File: config.mk
export PLATFORM = sky130hd
export DESIGN_NAME = sig_vld_fifo
export DESIGN_NICKNAME = d
export VERILOG_FILES = /design/src/rtl/sig_pkg.sv /design/src/rtl/sig_fifo_mem.sv /design/src/rtl/sig_vld_fifo.sv
export SDC_FILE = /design/constraint.sdc
export NUM_CORES = 1
export LEC_CHECK = 0
export ABC_AREA = 1
export ABC_CLOCK_PERIOD_IN_PS = 1550
export CORE_MARGIN = 10
export CORE_UTILIZATION = 42
export DETAILED_ROUTE_END_ITERATION = 12
export PLACE_DENSITY = 0.68
export SYNTH_ARGS = -nofsm -noshare
export SYNTH_HDL_FRONTEND = slang
export SYNTH_HIERARCHICAL = 1
export SYNTH_SLANG_ARGS = --single-unit
File: constraint.sdc
create_clock -name clk -period 1.55 [get_ports clk]
set_input_delay 0.2325 -clock clk [delete_from_list [all_inputs] [get_ports clk]]
set_output_delay 0.2325 -clock clk [all_outputs]
set_load 0.005 [all_outputs]
File: src/rtl/sig_pkg.sv
// sig_pkg: shared width helper and FIFO status record for the sig_* pipeline stages
package sig_pkg;
    function automatic int clog2_f(input int n);
        int r = 0;
        while ((1 << r) < n) r++;
        return r;
    endfunction
    typedef struct packed {
        logic full;
        logic almost_full;
        logic ovf;
    } fifo_status_t;
endpackage

File: src/rtl/sig_fifo_mem.sv
// sig_fifo_mem: DEPTH x WIDTH register array, one sync write port and one async read port
module sig_fifo_mem #(
    parameter int WIDTH = 1,
    parameter int DEPTH = 4,
    parameter int AW    = 2
) (
    input  logic             clk,
    input  logic             we,
    input  logic [AW-1:0]    waddr,
    input  logic [WIDTH-1:0] wdata,
    input  logic [AW-1:0]    raddr,
    output logic [WIDTH-1:0] rdata
);
    logic [WIDTH-1:0] mem [DEPTH];
    always_ff @(posedge clk) begin
        if (we) mem[waddr] <= wdata;
    end
    assign rdata = mem[raddr];
endmodule

File: src/rtl/sig_vld_fifo.sv
// sig_vld_fifo: show-ahead FIFO buffering a backpressure-free valid stream for a valid/ready consumer
module sig_vld_fifo
    import sig_pkg::*;
#(
    parameter int WIDTH  = 1,
    parameter int DEPTH  = 4,
    parameter int AF_LVL = 3
) (
    input  logic                   clk,
    input  logic                   rst,
    input  logic                   in_vld,
    input  logic [WIDTH-1:0]       in_data,
    output logic                   out_vld,
    input  logic                   out_rdy,
    output logic [WIDTH-1:0]       out_data,
    output logic [$clog2(DEPTH):0] count,
    output logic                   full,
    output logic                   almost_full,
    output logic                   ovf,
    input  logic                   ovf_clr
);
    localparam int AW = clog2_f(DEPTH);
    localparam int CW = AW + 1;
    logic [AW-1:0] wr_ptr, rd_ptr;
    logic [WIDTH-1:0] rdata;
    logic ovf_q, push, pop, drop;
    fifo_status_t st;
    assign st = '{full: count == CW'(DEPTH), almost_full: count >= CW'(AF_LVL), ovf: ovf_q};
    assign full        = st.full;
    assign almost_full = st.almost_full;
    assign ovf         = st.ovf;
    assign out_vld     = count != '0;
    assign out_data    = out_vld ? rdata : '0;
    assign pop  = out_vld & out_rdy;
    // a full FIFO still accepts a beat when the head leaves in the same cycle
    assign push = in_vld & (!full | pop);
    assign drop = in_vld & full & !pop;
    always_ff @(posedge clk) begin
        if (rst) begin
            wr_ptr <= '0;
            rd_ptr <= '0;
            count  <= '0;
            ovf_q  <= 1'b0;
        end else begin
            if (push) wr_ptr <= wr_ptr + 1'b1;
            if (pop) rd_ptr <= rd_ptr + 1'b1;
            count <= count + CW'(push) - CW'(pop);
            ovf_q <= drop ? 1'b1 : ovf_clr ? 1'b0 : ovf_q;
        end
    end
    sig_fifo_mem #(.WIDTH(WIDTH), .DEPTH(DEPTH), .AW(AW)) u_mem (
        .clk  (clk),
        .we   (push & !rst),
        .waddr(wr_ptr),
        .wdata(in_data),
        .raddr(rd_ptr),
        .rdata(rdata)
    );
endmodule

Word-level counts from Yosys, hierarchy flattened
Memories as Yosys holds them, arrays and structs flattened. A register that Yosys moved wholly into a read port is not among the register bits.
Cells that the tools add are included.
Cells by class
  add/subtract/negate cells: 4
  order comparisons: 1
  equality and inequality tests: 1
  muxes and demuxes: 7
  bitwise gates (word level): 6
  reduce and logical (&&, ||, !) cells: 5
Operators by type and width (count)
  $and A1 B1 Y1: 5
  $mux W1: 5
  $add A2 B1 Y2 const B: 2
  $mux W2: 2
  $add A3 B1 Y3: 1
  $eq A3 B3 Y1 const B: 1
  $ge A3 B2 Y1 const B: 1
  $logic_not A1 Y1: 3
  $reduce_bool A3 Y1: 1
  $sub A3 B1 Y3: 1
  $reduce_bool A2 Y1: 1
  $or A1 B1 Y1: 1
Storage, ports and cells
  flip-flop bits (word level): 8
  bits in writable memories: 4
  output and inout bits: 8
  logic and storage cells: 29
  memories: 1
Memory list
  u_mem.mem: depth 4, bits a word 1, read ports 1, clocked after Yosys merged registers in 1, write ports 1, line sig_fifo_mem.sv:14  | logic [WIDTH-1:0] mem [DEPTH];

Depth between registers and ports, before layout
  depth in word-level cells: 7
  gate-level depth with buffers: 10
  gate-level depth less buffers: 10

Modules after synthesis
The synthesis kept the hierarchy.
By module, submodules not included
  sig_vld_fifo: times used 1, cells each 63, area an instance 436.7 sq um, sequential area each 160.2 sq um
  sig_fifo_mem: times used 1, cells each 24, area an instance 207.7 sq um, sequential area each 120.1 sq um

Worst setup path before layout
OpenSTA, ideal clock, no wires.
  kind: flip-flop to flip-flop
  start: register count[1]
  end: register count[2]
  arrival time: 1.570 ns
  data required time: 1.424 ns
  path slack: -0.146 ns
  cell stages (with the launch flop): 11
  clock period less this slack: 1.696 ns
  path through: dfxtp_1 > nor2_2 > nand3_1 > nand2_1 > inv_1 > nand2_1 > nand2_1 > ha_1 > fa_1 > xnor2_1 > nor2_1
On the way
  cells in the longest elaborated chain, start to end: 6
  elaborated cells between the ends (all ways): 8
  classes of those cells: add/sub (2); eq/ne (1); bitwise (3); reduce/logical (2)
Ends and longest elaborated chain
  from (decl): line sig_vld_fifo.sv:16  | output logic [$clog2(DEPTH):0] count,
  from (signal assigned): line sig_vld_fifo.sv:47  | count <= count + CW'(push) - CW'(pop);
  $eq A3 B3 Y1 / $reduce_bool A3 Y1 (equally long branches): line sig_vld_fifo.sv:28, sig_vld_fifo.sv:32
  $logic_not A1 Y1 / $and A1 B1 Y1 (equally long branches): line sig_vld_fifo.sv:36, sig_vld_fifo.sv:34
  $or A1 B1 Y1: line sig_vld_fifo.sv:36  | assign push = in_vld & (!full | pop);
  $and A1 B1 Y1: line sig_vld_fifo.sv:36
  $add A3 B1 Y3: line sig_vld_fifo.sv:47
  $sub A3 B1 Y3 *: line sig_vld_fifo.sv:47
Mark *: on every way between the ends. The rest lies on a longest branch, timed or not.
A chain may end at the register's enable or synchronous reset.

Worst setup path in the final report
  start: register count[0]
  end: register count[1]
The elaborated chain is that of the path after synthesis.

==> metrics.log <==
[metrics] status: complete, but fails checks
[metrics] violated checks: setup timing
[metrics] delay of the slowest cell on the worst path: 0.55 ns
[metrics] root buf cell: sky130_fd_sc_hd__clkbuf_4
[metrics] critical path depth: 10
[metrics] clock slew at reported path FFs: 0.07 ns
[metrics] Final Core Density: 77.7%
[metrics] kind of start point of the critical path: register
[metrics] initial antenna violation count: 0
[metrics] port buffer count: 13
[metrics] total congestion overflow: 0
[metrics] Routed WL: 2.37 mm
[metrics] clock power share: 10.9%
[metrics] number of global-route vias before repair: 763
[metrics] Seq cells post-synth: 12
[metrics] area delta synth->final: 77.5%
[metrics] Highest Signal Layer: met4
[metrics] kind of cell with the highest combined delay on the critical path: adder cells
[metrics] worst r2r path cells: 10
[metrics] total clock buffers created by CTS: 3
[metrics] Synth Instances: 87
[metrics] net total in the final layout: 145
[metrics] share of the cycle needed by the critical path after routing: 114%
[metrics] reg2reg end: count[1]
[metrics] drc violations: 0
[metrics] met2 routed wirelength: 1.25 mm
[metrics] worst IR drop on VDD: 1.25 mV
[metrics] crit path buf inv count: 2
[metrics] unrepaired setup endpoints after global routing: yes
[metrics] buffers from clock root to sink, at most: 2
[metrics] sequential power share: 24.8%
[metrics] initial DRC count: 16
[metrics] number of nets produced by synthesis: 96
[metrics] Post-Route Setup TNS: -1.42 ns
[metrics] clock latency at the later pin of the worst-skew pair: 0.28 ns
[metrics] static leakage: 0.542 nW
[metrics] Total Routing Usage GR: 12.5%
[metrics] kind of path behind the tightest hold check: in2reg
[metrics] chip width: 59.2 µm
[metrics] combined area of all synthesized cells: 644 µm²
[metrics] layout cells sized above 1: 47.4%
[metrics] average wire per cell in the routed design: 15.7 µm
[metrics] final hold viol count: 0
[metrics] H-tree Lvls: 1
[metrics] crit path to: count[1]
[metrics] number of ports placed on the die boundary: 14
[metrics] final antenna diode count: 0
[metrics] net switching power of the design: 722 µW
[metrics] critical path capture point type: register
[metrics] largest net degree at the start of global routing: 9
[metrics] Switching Fraction: 37.8%
[metrics] full die area: 3500 µm²
[metrics] synth warn: 6
[metrics] start of the worst register-to-register path: count[0]
[metrics] y dimension of the die: 59.2 µm
[metrics] portion of the post-synthesis area used by sequential elements: 43.5%
[metrics] PwrDens: 1670 nW/µm²
[metrics] core region area: 1470 µm²
[metrics] library cell appearing most often on the critical path: sky130_fd_sc_hd__nand2_2
[metrics] Clock Skew: 0.0104 ns
[metrics] Post-CTS Hold Buffers: 0
[metrics] Design Area, Final: 1140 µm²
[metrics] Post-Route M1 WL: 831 µm
[metrics] residual antenna-violating net count after detailed routing: 0
[metrics] Worst Max-Slew Pin Slew: 0.291 ns
[metrics] final max-slew violation count: 0
[metrics] proportion of power drawn by combinational gates: 64.2%
[metrics] Min Clock Period, post-route: 1.76 ns
[metrics] CP Max Fanout: 3
[metrics] mean number of vias per cell: 5.19
[metrics] final setup fails: 11
[metrics] tightest slew margin relative to the limit: 80.6%
[metrics] total via count in the routed design: 784
[metrics] total length of routed met3 wires: 123 µm
[metrics] clock tree from TritonCTS: yes
[metrics] PnR worst setup slack: -0.213 ns
[metrics] post-synthesis area per instance: 7.41 µm²
[metrics] data required time of the worst path: 1.76 ns
[metrics] most common cell after layout, fill and taps aside: sky130_fd_sc_hd__buf_4
[metrics] 1st-pass router iterations: 4
[metrics] post-DP HPWL: 1.27 mm
[metrics] sink count of the clock tree: 12
[metrics] placement-stage cell area: 917 µm²
[metrics] first-pass GRT wire length: 3.33 mm
[metrics] post-synth cell types: 19
[metrics] maximum capacitance violations: 0
[metrics] critical path class: reg2reg
[metrics] Highest Clock Rate: 567 MHz
[metrics] top library cells by usage in the layout, fill and taps aside: 26 x sky130_fd_sc_hd__buf_4, 17 x sky130_fd_sc_hd__nand2_1, 16 x sky130_fd_sc_hd__inv_1
[metrics] slowest CP cell: sky130_fd_sc_hd__fa_2
[metrics] worst path cell trace: nor2_4, nand3_2, nand2_2, inv_2, nand2_2, nand2_2, ha_4, fa_2, inv_2, nor2_1
[metrics] register-to-register setup slack: -0.21 ns
[metrics] Rows: 14
[metrics] Critical Path Start: count[0]
[metrics] Place WS: -0.453 ns
[metrics] P_int: 1.19 mW
[metrics] data arrival time of the critical path: 1.97 ns
[metrics] RePlAce Congestion: 0.785
[metrics] effective utilization at floorplan: 43.8%
[metrics] power after layout: 1.91 mW
[power groups by stage]
| stage | sequential (mW) | clock [mW] | combinational [mW] |
|---|---|---|---|
| 6_report | 0.474 | 0.209 | 1.23 |
| 5_1_grt | 0.482 | 0.214 | 1.35 |
| 4_1_cts | 0.472 | 0.205 | 1.05 |
| 3_5_place_dp | 0.477 | 0 | 0.855 |
| 3_3_place_gp | 0.473 | 0 | 0.823 |
| 2_1_floorplan | 0.493 | 0 | 0.378 |
[flip-flops by register name, summed over array words and instances, names as in the netlist]
register / flops
ovf: 1
wr_ptr: 2
count: 3
rd_ptr: 2
u_mem/mem: 4
[logic make-up after synthesis]
logic type	after synthesis	share of synthesized area [%]
and+or+nand+nor	43	30.3
DFF	12	43.5
xor gates and xnor gates	1	1.36
buffers and inverters	22	12.8
adders and majority gates	3	6.99
AOI/OAI and AO/OA	6	5.05
[cells in the mapped netlist (all sizes together)]
| master | n | area share [%] |
|---|---|---|
| nand2 | 22 | 14 |
| inv | 21 | 12 |
| dfxtp | 8 | 25 |
| nand3 | 8 | 6.2 |
| nor2 | 7 | 4.5 |
| nor3 | 5 | 4.7 |
| a21oi | 4 | 3.1 |
| edfxtp | 4 | 19 |
| ha | 2 | 3.9 |
| a21boi | 1 | 1.2 |
| clkbuf | 1 | 0.58 |
| fa | 1 | 3.1 |
| o21ai | 1 | 0.78 |
| or2 | 1 | 1.4 |
| xnor2 | 1 | 1.4 |
[repair_timing]
item,CTS,global route
setup endpoints to repair,6,14
gates resized for setup,20,16
pin swaps,4,8
setup buffers,16,7
[worst register-to-register path, stage by stage (launching register included)]
cell and delay, ns:
sky130_fd_sc_hd__dfxtp_4 0.35, sky130_fd_sc_hd__nor2_4 0.15, sky130_fd_sc_hd__nand3_2 0.12, sky130_fd_sc_hd__nand2_2 0.10
sky130_fd_sc_hd__inv_2 0.04, sky130_fd_sc_hd__nand2_2 0.05, sky130_fd_sc_hd__nand2_2 0.06, sky130_fd_sc_hd__ha_4 0.17
sky130_fd_sc_hd__fa_2 0.55, sky130_fd_sc_hd__inv_2 0.04, sky130_fd_sc_hd__nor2_1 0.07
[worst min-delay path by stage]
stage	startpoint	end	slack (ns)	cells past startpoint
finish	in_vld	ovf	0.45	3
global route	in_vld	ovf	0.46	3
CTS	in_vld	ovf	0.45	3
detailed placement	ovf	ovf	0.46	2
global placement	ovf	ovf	0.45	2
floorplan	in_data	u_mem/mem[0]	0.33	0
[area by class of cell]
cell class | instances | area, µm²
repair buffers | 45 | 379
multi-input cells | 53 | 349
fillers | 94 | 328
flip-flops and latches | 12 | 290
inverters | 21 | 78.8
clock buffers | 4 | 26.3
well taps | 16 | 20.0
[per-layer routing]
| layer | vias to the layer above | global-route usage [%] |
|---|---|---|
| met1 | 373 | 11.1 |
| met5 | - | 0 |
| met4 | 0 | 10.5 |
| li1 | 362 | - |
| met2 | 30 | 23.0 |
| met3 | 19 | 2.79 |
[through the flow]
stage	hold WS, ns	std cells
2_1_floorplan	0.331	87
3_3_place_gp	0.451	129
3_5_place_dp	0.461	129
4_1_cts	0.446	149
5_1_grt	0.459	151
6_report	0.446	151
(Power assumes the default switching activity.)
